File: config.mk
export PLATFORM = sky130hd
export DESIGN_NAME = axis_fifo_burst_ctrl
export DESIGN_NICKNAME = d
export VERILOG_FILES = /design/src/rtl/axis_fifo_burst_ctrl.sv
export SDC_FILE = /design/constraint.sdc
export NUM_CORES = 1
export LEC_CHECK = 0
export ABC_AREA = 1
export ABC_CLOCK_PERIOD_IN_PS = 4170
export CORE_UTILIZATION = 49
export CTS_CLUSTER_DIAMETER = 100
export DETAILED_ROUTE_END_ITERATION = 7
export HOLD_SLACK_MARGIN = 0.06
export PLACE_DENSITY = 0.95
export SYNTH_ARGS = -nofsm -noshare
export SYNTH_HDL_FRONTEND = slang
export SYNTH_SLANG_ARGS = --single-unit
File: constraint.sdc
create_clock -name aclk -period 4.17 [get_ports aclk]
set_input_delay 0.834 -clock aclk [delete_from_list [all_inputs] [get_ports aclk]]
set_output_delay 0.834 -clock aclk [all_outputs]
set_load 0.005 [all_outputs]
File: src/rtl/axis_fifo_burst_ctrl.sv
// Burst scheduler: holds an AXI-Stream FIFO back until a full burst is stored, then passes it with tlast.
// Optional stalled partial-burst flush is built in when AXIS_FIFO_BURST_CTRL_TIMEOUT_EN is defined.
`timescale 1ns/1ps
module axis_fifo_burst_ctrl #(
  parameter int AXIS_TDATA_WIDTH = 32,
  parameter int CNTR_WIDTH       = 16,
  parameter int TIMEOUT_WIDTH    = 16
) (
  input  logic                        aclk,
  input  logic                        aresetn,
  input  logic [CNTR_WIDTH-1:0]       cfg_burst_len,
`ifdef AXIS_FIFO_BURST_CTRL_TIMEOUT_EN
  input  logic [TIMEOUT_WIDTH-1:0]    cfg_timeout,
`endif
  input  logic [31:0]                 fifo_read_count,
  input  logic [AXIS_TDATA_WIDTH-1:0] s_axis_tdata,
  input  logic                        s_axis_tvalid,
  output logic                        s_axis_tready,
  output logic [AXIS_TDATA_WIDTH-1:0] m_axis_tdata,
  output logic                        m_axis_tvalid,
  input  logic                        m_axis_tready,
  output logic                        m_axis_tlast,
  output logic [31:0]                 sts_burst_count,
  output logic                        busy
);

  typedef enum logic {
    IDLE   = 1'b0,
    STREAM = 1'b1
  } state_t;

  state_t                state_reg, state_next;
  logic [CNTR_WIDTH-1:0] remaining_reg, remaining_next;
  logic [31:0]           burst_count_reg, burst_count_next;
  logic [31:0]           burst_len_ext;
  logic                  burst_ready;
  logic                  flush;

  assign burst_len_ext = 32'(cfg_burst_len);
  assign burst_ready   = (cfg_burst_len != '0) && (fifo_read_count >= burst_len_ext);

`ifdef AXIS_FIFO_BURST_CTRL_TIMEOUT_EN
  logic [TIMEOUT_WIDTH-1:0] timer_reg, timer_next;
  logic                     stall_window;

  // Only a non-empty FIFO below threshold counts as stalled; any other condition restarts the timer.
  assign stall_window = (state_reg == IDLE) && (fifo_read_count != 32'd0) &&
                        (fifo_read_count < burst_len_ext);
  assign flush        = stall_window && (cfg_timeout != '0) && (timer_reg >= cfg_timeout);

  always_comb begin
    timer_next = '0;
    if (stall_window && !flush && (timer_reg != '1)) begin
      timer_next = timer_reg + 1'b1;
    end
  end

  always_ff @(posedge aclk or negedge aresetn) begin
    if (!aresetn) begin
      timer_reg <= '0;
    end else begin
      timer_reg <= timer_next;
    end
  end
`else
  assign flush = 1'b0;
`endif

  always_comb begin
    state_next       = state_reg;
    remaining_next   = remaining_reg;
    burst_count_next = burst_count_reg;
    s_axis_tready    = 1'b0;
    m_axis_tvalid    = 1'b0;
    m_axis_tlast     = 1'b0;
    busy             = 1'b0;
    m_axis_tdata     = s_axis_tdata;

    case (state_reg)
      IDLE: begin
        // A full burst takes priority over a flush on the same cycle.
        if (burst_ready) begin
          remaining_next = cfg_burst_len;
          state_next     = STREAM;
        end else if (flush) begin
          remaining_next = fifo_read_count[CNTR_WIDTH-1:0];
          state_next     = STREAM;
        end
      end
      STREAM: begin
        busy          = 1'b1;
        m_axis_tvalid = s_axis_tvalid;
        s_axis_tready = m_axis_tready;
        m_axis_tlast  = (remaining_reg == CNTR_WIDTH'(1));
        if (s_axis_tvalid && m_axis_tready) begin
          remaining_next = remaining_reg - 1'b1;
          if (remaining_reg == CNTR_WIDTH'(1)) begin
            burst_count_next = burst_count_reg + 32'd1;
            state_next       = IDLE;
          end
        end
      end
      default: state_next = IDLE;
    endcase
  end

  always_ff @(posedge aclk or negedge aresetn) begin
    if (!aresetn) begin
      state_reg       <= IDLE;
      remaining_reg   <= '0;
      burst_count_reg <= '0;
    end else begin
      state_reg       <= state_next;
      remaining_reg   <= remaining_next;
      burst_count_reg <= burst_count_next;
    end
  end

  assign sts_burst_count = burst_count_reg;

endmodule

==> results by group, run 1 <==
Placement
  – Detailed Place HPWL: 8.39 mm
  – Post-Place Cell Area: 4850 sq um
  – Post-Place Setup Slack: 1190 ps
  – RePlAce Congestion: 0.880
  – Port Buffers: 87
  – Inst Count DP: 730

Layout
  – Share of cells above drive strength 1: a little under an eighth
  – Max FFs per register: 32
  – Post-Layout Inst Area: 4970 sq um
  – Final Core Density: 60.5%
  – Commonest cells after routing, fill and taps aside: nand2_1, clkdlybuf4s50_1, inv_1, dfrtp_1, nor2_1
  – Most common cell after layout, fill and taps aside: nand2_1
  – Final net count: 735
  – Diodes inserted: 0
  – Finished Layout Cells: 738
  – Synth-to-Final Area Change: 19.6%

Timing
  – Slew Viols, Final: 0
  – Setup Skew: 4.49 ps
  – Final hold violation count: 0
  – Sum Neg Setup Slack: 0 ps
  – Final setup viols: 0
  – Min Clock Period, post-route: 3000 ps
  – Ratio of final minimum period to clock period: 71.8%
  – Relative slew slack: 25.2%
  – Least-Margin Pin Slew: between 1000 and 1500 ps
  – Hold slack: 524 ps
  – RSZ-0062 raised after global routing: no
  – Maximum clock rate: 0.334 GHz
  – Final worst slack: 1170 ps

Floorplan
  – Die ar.: roughly 8800 sq um
  – Die Span Y: about 94 um
  – Die Width: 94.1 um
  – Core Footprint: 8220 sq um
  – Initial Util: roughly 51%
  – Num rows: 33
  – Io pins: between 150 and 200

CTS
  – Post-CTS setup buffers: 0
  – CTS root buffer: clkbuf_8
  – Clk Latency, worst-skew pair: 310 ps
  – CTS H-tree depth: 2
  – Post-cts sizing count: 0
  – Clock Tree Buf Depth: 2
  – CTS tree: done
  – CTS sink count: 49
  – TritonCTS Buffers: 5
  – Clk pin slew, worst setup/hold paths: 90 ps
  – Hold_buf cts: 0

Outcome
  – Status: finished, final reports clean

Drt
  – Top sig layer: met4
  – First-pass iteration count of the detailed router: 6
  – DRT met1 WL: 4.50 mm
  – WL met3: 608 um
  – Routed wl met2: between 5 and 6 mm
  – Drt via density: 5.31
  – Drt drc: 0
  – Via count: 3916
  – Total Wirelength: 10.8 mm
  – Routed Antenna Nets: 0
  – Starting DRT DRC Count: roughly 210
  – Wirelength per Cell: 14.6 um

Global route
  – Largest net degree at the start of global routing: 50
  – First-pass GRT wire length: 18.1 mm
  – GRT overflow: 0
  – Vias in the first global route: between 3000 and 4000
  – Total global-route track usage: 25.7%
  – Initial antenna violation count: 0

Synth
  – Post-synth EDFFs: 0
  – Seq cells post-synth: 49
  – Syn Std Cell Area: 4150 sq um
  – YS warnings: 0
  – Synth unique cells: 40
  – Syn Area/Cell: 7.18 sq um
  – Register area share after synthesis: 29.5%
  – Most used DFF post-synth: dfrtp_1
  – Synth Instances: 578
  – Post-synth ARST share: 100%
  – Syn nets: 681

Critical path
  – Critical path launch point type: register
  – Worst path arrival time: 2160 ps
  – FF-to-FF path depth: 8
  – Critical path class: register to primary output
  – Worst Path Max Fanout: 3
  – R2r setup slk: 1870 ps
  – Nature of the critical path endpoint: primary output
  – Worst EP required: approximately 3300 ps

Power and ir drop
  – Peak supply drop: 199 uV
  – Pleak: 2.30 nW
  – Final total power: between 1.5 and 2 mW
  – Power per cell area: 374 nW/um^2

Job
  – Max-cap check violation count: 0

Worst hold path
  – Min-Delay Path Class: register to register
  – Hold Path Stages: 1
## cells by family after synthesis
group / after synthesis / synth area share, %
AND/OR/NAND/NOR: 320 / 37.9
buffers and inverters: 113 / 14.0
flip-flops: 49 / 29.5
AO/OA/AOI/OAI: 45 / 6.09
XOR/XNOR: 32 / 6.75
adder cells (fa/ha/maj): 19 / 5.72
## layer usage
metal  track usage, %  vias up
li1                 -     1908
met1             32.3     1817
met2             44.6      147
met3             3.48       44
met4             9.74        0
met5                0        -
## cells in the mapped netlist, types with 16 or more instances
| cell type | count | share of area (%) |
|---|---|---|
| xor2_1 | 25 | 5.3 |
| o21ai_0 | 17 | 2.0 |
| inv_1 | 60 | 5.4 |
| nor3_1 | 16 | 1.9 |
| nor2_1 | 46 | 4.2 |
| dfrtp_1 | 49 | 30 |
| buf_4 | 33 | 6.0 |
| nand3_1 | 26 | 3.1 |
| nand2_1 | 168 | 15 |
| ha_1 | 19 | 5.7 |
## power breakdown
group / switching, mW / total [mW] / internal, mW
logic: 0.474 / 0.807 / 0.333
registers: 0.126 / 0.690 / 0.563
clock network: 0.163 / 0.359 / 0.196
## final timing paths
check	startpoint	endpoint
setup / recovery	remaining_reg[1]	m_axis_tlast
hold reg to reg	sts_burst_count[3]	sts_burst_count[3]
setup reg to reg	state_reg	sts_burst_count[27]
max in group asynchronous	aresetn	sts_burst_count[15]
hold / removal	sts_burst_count[3]	sts_burst_count[3]
min in group asynchronous	aresetn	sts_burst_count[18]
## critical path, stage by stage, from the launching register on
cell             delay (ps)
dfrtp_1                 410
inv_1                   100
ha_1                    240
inv_1                   100
nor3_1                  190
nand4_1                 160
nor2_1                  150
clkdlybuf4s50_1         510
## final cells by class
type	count	area [sq um]
Fill cell	664	3250
Multi-Input combinational cell	416	2340
Sequential cell	49	1230
Timing Repair Buffer	88	873
Inverter	72	277
Tap cell	105	131
Clock buffer	7	86.3
Clock inverter	1	30.0
Note: power is estimated with default switching activity, not from simulation.
==> run 2, diff against run 1 <==
- ABC_CLOCK_PERIOD_IN_PS: 4170 -> 2810
- CORE_UTILIZATION: 49 -> 46
- PLACE_DENSITY: 0.95 -> 0.92
- clock period: 4.17 -> 2.81 ns (I/O delays scaled with it)
==> results by group, run 2 (synthesis gave the netlist of run 1 again) <==
Floorplan
  – Die Width: 97.0 um
  – Initial Util: a little under half
  – Num rows: 34
  – Core Footprint: 8720 sq um
  – Die ar.: 9410 sq um
  – Io pins: ~150
  – Die Span Y: roughly 97 um

Drt
  – Starting DRT DRC Count: 253
  – Wirelength per Cell: 14.4 um
  – Via count: 3951
  – Routed Antenna Nets: 0
  – First-pass iteration count of the detailed router: 5
  – Total Wirelength: 10.7 mm
  – Drt drc: 0
  – Drt via density: 5.32

Placement
  – Port Buffers: 87
  – RePlAce Congestion: 0.955
  – Detailed Place HPWL: ~8.5 mm
  – Inst Count DP: 736

CTS
  – Clk pin slew, worst setup/hold paths: 90 ps
  – CTS root buffer: clkbuf_8
  – Clk Latency, worst-skew pair: slightly above 300 ps
  – CTS H-tree depth: 2
  – CTS sink count: around 50
  – TritonCTS Buffers: 5
  – Clock Tree Buf Depth: 2
  – CTS tree: done

Worst hold path
  – Min-Delay Path Class: input port to async pin

Timing
  – Ratio of final minimum period to clock period: 96.1%
  – Final hold violation count: 0
  – Slew Viols, Final: 0
  – Min Clock Period, post-route: 2700 ps
  – Hold slack: 234 ps
  – RSZ-0062 raised after global routing: no
  – Setup Skew: 6.26 ps
  – Maximum clock rate: 0.370 GHz
  – Final setup viols: 0
  – Relative slew slack: ~64%
  – Least-Margin Pin Slew: 539 ps
  – Sum Neg Setup Slack: 0 ps

Critical path
  – Worst EP required: 2250 ps
  – R2r setup slk: 990 ps
  – Nature of the critical path endpoint: primary output
  – Critical path class: register to primary output
  – Slowest CP cell: clkdlybuf4s50_1
  – Worst Path Max Fanout: 3
  – Slowest stage delay, CP: 510 ps
  – Worst path arrival time: 2140 ps
  – Most used cell, CP: inv_1
  – Critical path launch point type: register
  – Ordered list of cells on the worst path: inv_1, ha_1, inv_1, nor3_1, nand4_1, nor2_1, clkdlybuf4s50_1

Global route
  – Total global-route track usage: 23.1%
  – Largest net degree at the start of global routing: 28
  – Initial antenna violation count: 0
  – GRT overflow: 0
  – First-pass GRT wire length: around 18 mm
  – Vias in the first global route: 3950

Layout
  – Filler cell count in the final layout: 762
  – Final net count: between 700 and 800
  – Finished Layout Cells: 742
  – Max FFs per register: 32
  – Diodes inserted: 0
  – Register area: 1230 sq um
  – Most common cell after layout, fill and taps aside: nand2_1
  – Multi-input gate area: 2340 sq um
  – Synth-to-Final Area Change: 19.2%
  – Share of cells above drive strength 1: 11.7%
  – Commonest cells after routing, fill and taps aside: nand2_1, clkdlybuf4s50_1, inv_1, dfrtp_1, nor2_1

Power and ir drop
  – Pleak: roughly 2.3 nW
  – Reg power frac: slightly below 40%
  – Sw Pwr: 1.10 mW
  – Clock share of power: 15.0%
  – Sw Share: 42.4%
  – P_int: 1.50 mW
  – Final total power: roughly 2.6 mW
  – Power per cell area: 525 nW/um^2
  – Peak supply drop: 321 uV
  – Comb power frac: 45.4%

Job
  – Max-cap check violation count: 0

Outcome
  – Status: finished, final reports clean
## run 2: power by group through the flow
stage                     logic (mW)  registers [mW]  clock network [mW]
final                           1.18            1.03               0.390
after global routing            1.31            1.05               0.425
after CTS                       1.17            1.02               0.394
after detailed placement        1.16            1.03                   0
after global placement          1.10            1.03                   0
after floorplan                0.857           0.998                   0
## run 2: per-stage QoR
stage / cell area, sq um / setup WS, ps / utilization [%]
2_1_floorplan: 4150 / 889 / -
3_3_place_gp: 4880 / 199 / 55.9
3_5_place_dp: 4880 / 29.8 / 55.9
4_1_cts: 4950 / 114 / 56.8
5_1_grt: 4950 / 5.84 / 56.8
6_report: 4950 / 110 / 56.8
## run 2: final cells by class
cell class	count	share of cell area [%]
multi-input cells	416	47.3
flip-flops and latches	49	24.8
repair buffers	91	18.1
inverters	72	5.59
well taps	108	2.73
clock buffers	5	1.39
clock inverters	1	0.101
## run 2: metal layers
layer / global-route usage (%) / wire length [um]
met1: 29.3 / 4430
met2: 37.9 / 5270
met3: 4.91 / 676
met4: 10.2 / 305
met5: 0 / 0
## run 2: repair_timing
action | 4_1_cts | 5_1_grt
hold buffers | 0 | 0
buffers inserted | 0 | 0
gates resized for setup | 0 | 0
setup endpoints to repair | 0 | 1
## run 2: critical path, delay by kind of cell (launching register included)
family | cells | cell delay [ps]
adder cells (fa/ha/maj) | 1 | 210
buffers and inverters | 3 | 680
flip-flops | 1 | 420
AND/OR/NAND/NOR | 3 | 520
## run 2: worst paths after layout
| path | startpoint | endpoint | depth (start not counted) |
|---|---|---|---|
| max | remaining_reg[1] | m_axis_tlast | 7 |
| min | aresetn | sts_burst_count[3] | 1 |
| max reg2reg | remaining_reg[1] | sts_burst_count[23] | 8 |
| min reg2reg | sts_burst_count[3] | sts_burst_count[3] | 1 |
| max in group asynchronous | aresetn | remaining_reg[2] | 2 |
| min in group aclk | sts_burst_count[3] | sts_burst_count[3] | 1 |
==> run 3, diff against run 2 <==
- CORE_UTILIZATION: 46 -> 60
- DONT_BUFFER_PORTS: default -> 1
- PLACE_DENSITY: 0.92 -> 0.73
==> results by group, run 3 (synthesis gave the netlist of run 1 again) <==
CTS
  – CTS H-tree depth: 2
  – Clk Latency, worst-skew pair: 310 ps
  – CTS sink count: 49
  – TritonCTS Buffers: 5
  – CTS tree: done
  – Clk pin slew, worst setup/hold paths: 100 ps
  – Post-CTS setup buffers: 0
  – CTS root buffer: clkbuf_8
  – Clock Tree Buf Depth: 2

Layout
  – Multi-input gate area: around 2300 sq um
  – Max FFs per register: 32
  – Diodes inserted: 0
  – Final net count: around 650
  – Register area: 1230 sq um
  – Synth-to-Final Area Change: -0.964%
  – Most common cell after layout, fill and taps aside: nand2_1
  – Filler cell count in the final layout: 581
  – Commonest cells after routing, fill and taps aside: nand2_1, inv_1, dfrtp_1, nor2_1, nand3_1
  – Share of cells above drive strength 1: 13.7%
  – Post-Layout Inst Area: 4110 sq um

Drt
  – Via count: ~3500
  – Wirelength per Cell: around 15 um
  – First-pass iteration count of the detailed router: 5
  – Total Wirelength: approximately 9.3 mm
  – Routed Antenna Nets: 0
  – Drt drc: 0
  – Starting DRT DRC Count: 262
  – Drt via density: 5.59

Timing
  – Setup Skew: 12.7 ps
  – Slew Viols, Final: 0
  – Final hold violation count: 0
  – Final setup viols: 0
  – RSZ-0062 raised after global routing: no
  – Relative slew slack: 73.6%
  – Maximum clock rate: roughly 0.46 GHz
  – Least-Margin Pin Slew: 393 ps
  – Ratio of final minimum period to clock period: ~78%
  – Sum Neg Setup Slack: 0 ps
  – Min Clock Period, post-route: 2190 ps

Critical path
  – Most used cell, CP: inv_1
  – FF-to-FF End: remaining_reg[14]
  – Worst r2r src: remaining_reg[0]
  – Worst path arrival time: 1630 ps
  – R2r setup slk: 1000 ps
  – Slowest CP cell: dfrtp_1
  – Critical path class: register to primary output
  – Slowest stage delay, CP: 410 ps
  – Critical path origin: remaining_reg[1]
  – Worst EP required: ~2300 ps
  – Ordered list of cells on the worst path: inv_1, ha_1, inv_1, nor3_1, nand4_1, nor2_1
  – Nature of the critical path endpoint: primary output
  – Worst Path Max Fanout: 3
  – Critical path launch point type: register
  – FF-to-FF path depth: 12

Floorplan
  – Die Span Y: roughly 85 um
  – Die Width: roughly 85 um
  – Io pins: around 150
  – Initial Util: between 60% and 70%
  – Die ar.: ~7300 sq um
  – Core Footprint: 6530 sq um
  – Num rows: 29

Worst hold path
  – Min-Delay Path Class: input port to async pin

Power and ir drop
  – Final total power: 2.57 mW
  – Pleak: 1.99 nW
  – Peak supply drop: roughly 370 uV
  – Power per cell area: 624 nW/um^2

Global route
  – Largest net degree at the start of global routing: 50
  – First-pass GRT wire length: 15.8 mm
  – Vias in the first global route: 3406
  – Total global-route track usage: 27.4%
  – Initial antenna violation count: 0
  – GRT overflow: 0

Outcome
  – Status: finished, final reports clean

Placement
  – Detailed Place HPWL: approximately 7 mm
  – Port Buffers: 0
  – RePlAce Congestion: 0.899
  – Post-Place Cell Area: 3970 sq um

Job
  – Max-cap check violation count: 0
==> run 3: cell count changes in the layout (fill, tap and decap cells not counted), sizes merged <==
cell / change
buf: -1
bufinv: +1
clkbuf: +1
clkdlybuf4s50: -86
clkinv: -1
clkinvlp: +1
==> run 3: critical path: cells and delay by family (launching register included) <==
| kind | cells | cell delay [ps] |
|---|---|---|
| adder cells (fa/ha/maj) | 1 | 210 |
| buffers and inverters | 2 | 190 |
| flip-flops | 1 | 410 |
| AND/OR/NAND/NOR | 3 | 510 |
==> run 3: repair_timing <==
action                    CTS  global route
hold buffers                1             0
gates resized for setup     0             0
hold endpoints to repair   49             0
==> run 3: power breakdown <==
| part | internal, mW | leakage, nW | switching [mW] |
|---|---|---|---|
| Clock | 0.290 | 0.0574 | 0.248 |
| Combinational | 0.368 | 1.31 | 0.629 |
| Sequential | 0.836 | 0.620 | 0.197 |
| Total | 1.49 | 1.99 | 1.07 |
==> run 3: how the worst max path moves through the flow <==
stage          slack [ps]                 to  cells after the start
6_report              620       m_axis_tlast                      6
3_5_place_dp          680  remaining_reg[14]                     12
2_1_floorplan         890   remaining_reg[8]                     13
5_1_grt               510       m_axis_tlast                      6
3_3_place_gp          720   remaining_reg[2]                     12
4_1_cts               630       m_axis_tlast                      6
==> run 3: cell type report <==
| type | count | share of cell area, % |
|---|---|---|
| clock buffer | 6 | 2.01 |
| clock inverter | 2 | 0.913 |
| inverter | 72 | 6.72 |
| multi-input combinational | 416 | 57.0 |
| sequential | 49 | 29.8 |
| tap | 77 | 2.34 |
| timing repair buffer | 4 | 1.22 |
==> run 3: through the flow <==
step           utilization, %  worst slack (ps)  hold WS [ps]  std cells
2_1_floorplan               -               889           266        578
3_3_place_gp             60.7               720           268        617
3_5_place_dp             60.7               679           268        617
4_1_cts                  63.0               630           100        626
5_1_grt                  63.0               511           102        626
6_report                 63.0               623          86.9        626
==> run 3: metal layers <==
layer / up-vias / global-route usage, % / wire, um
li1: 1745 / - / -
met1: 1588 / 37.8 / 4280
met2: 133 / 42.4 / 4080
met3: 32 / 6.52 / 756
met4: 0 / 8.94 / 184
met5: - / 0 / 0
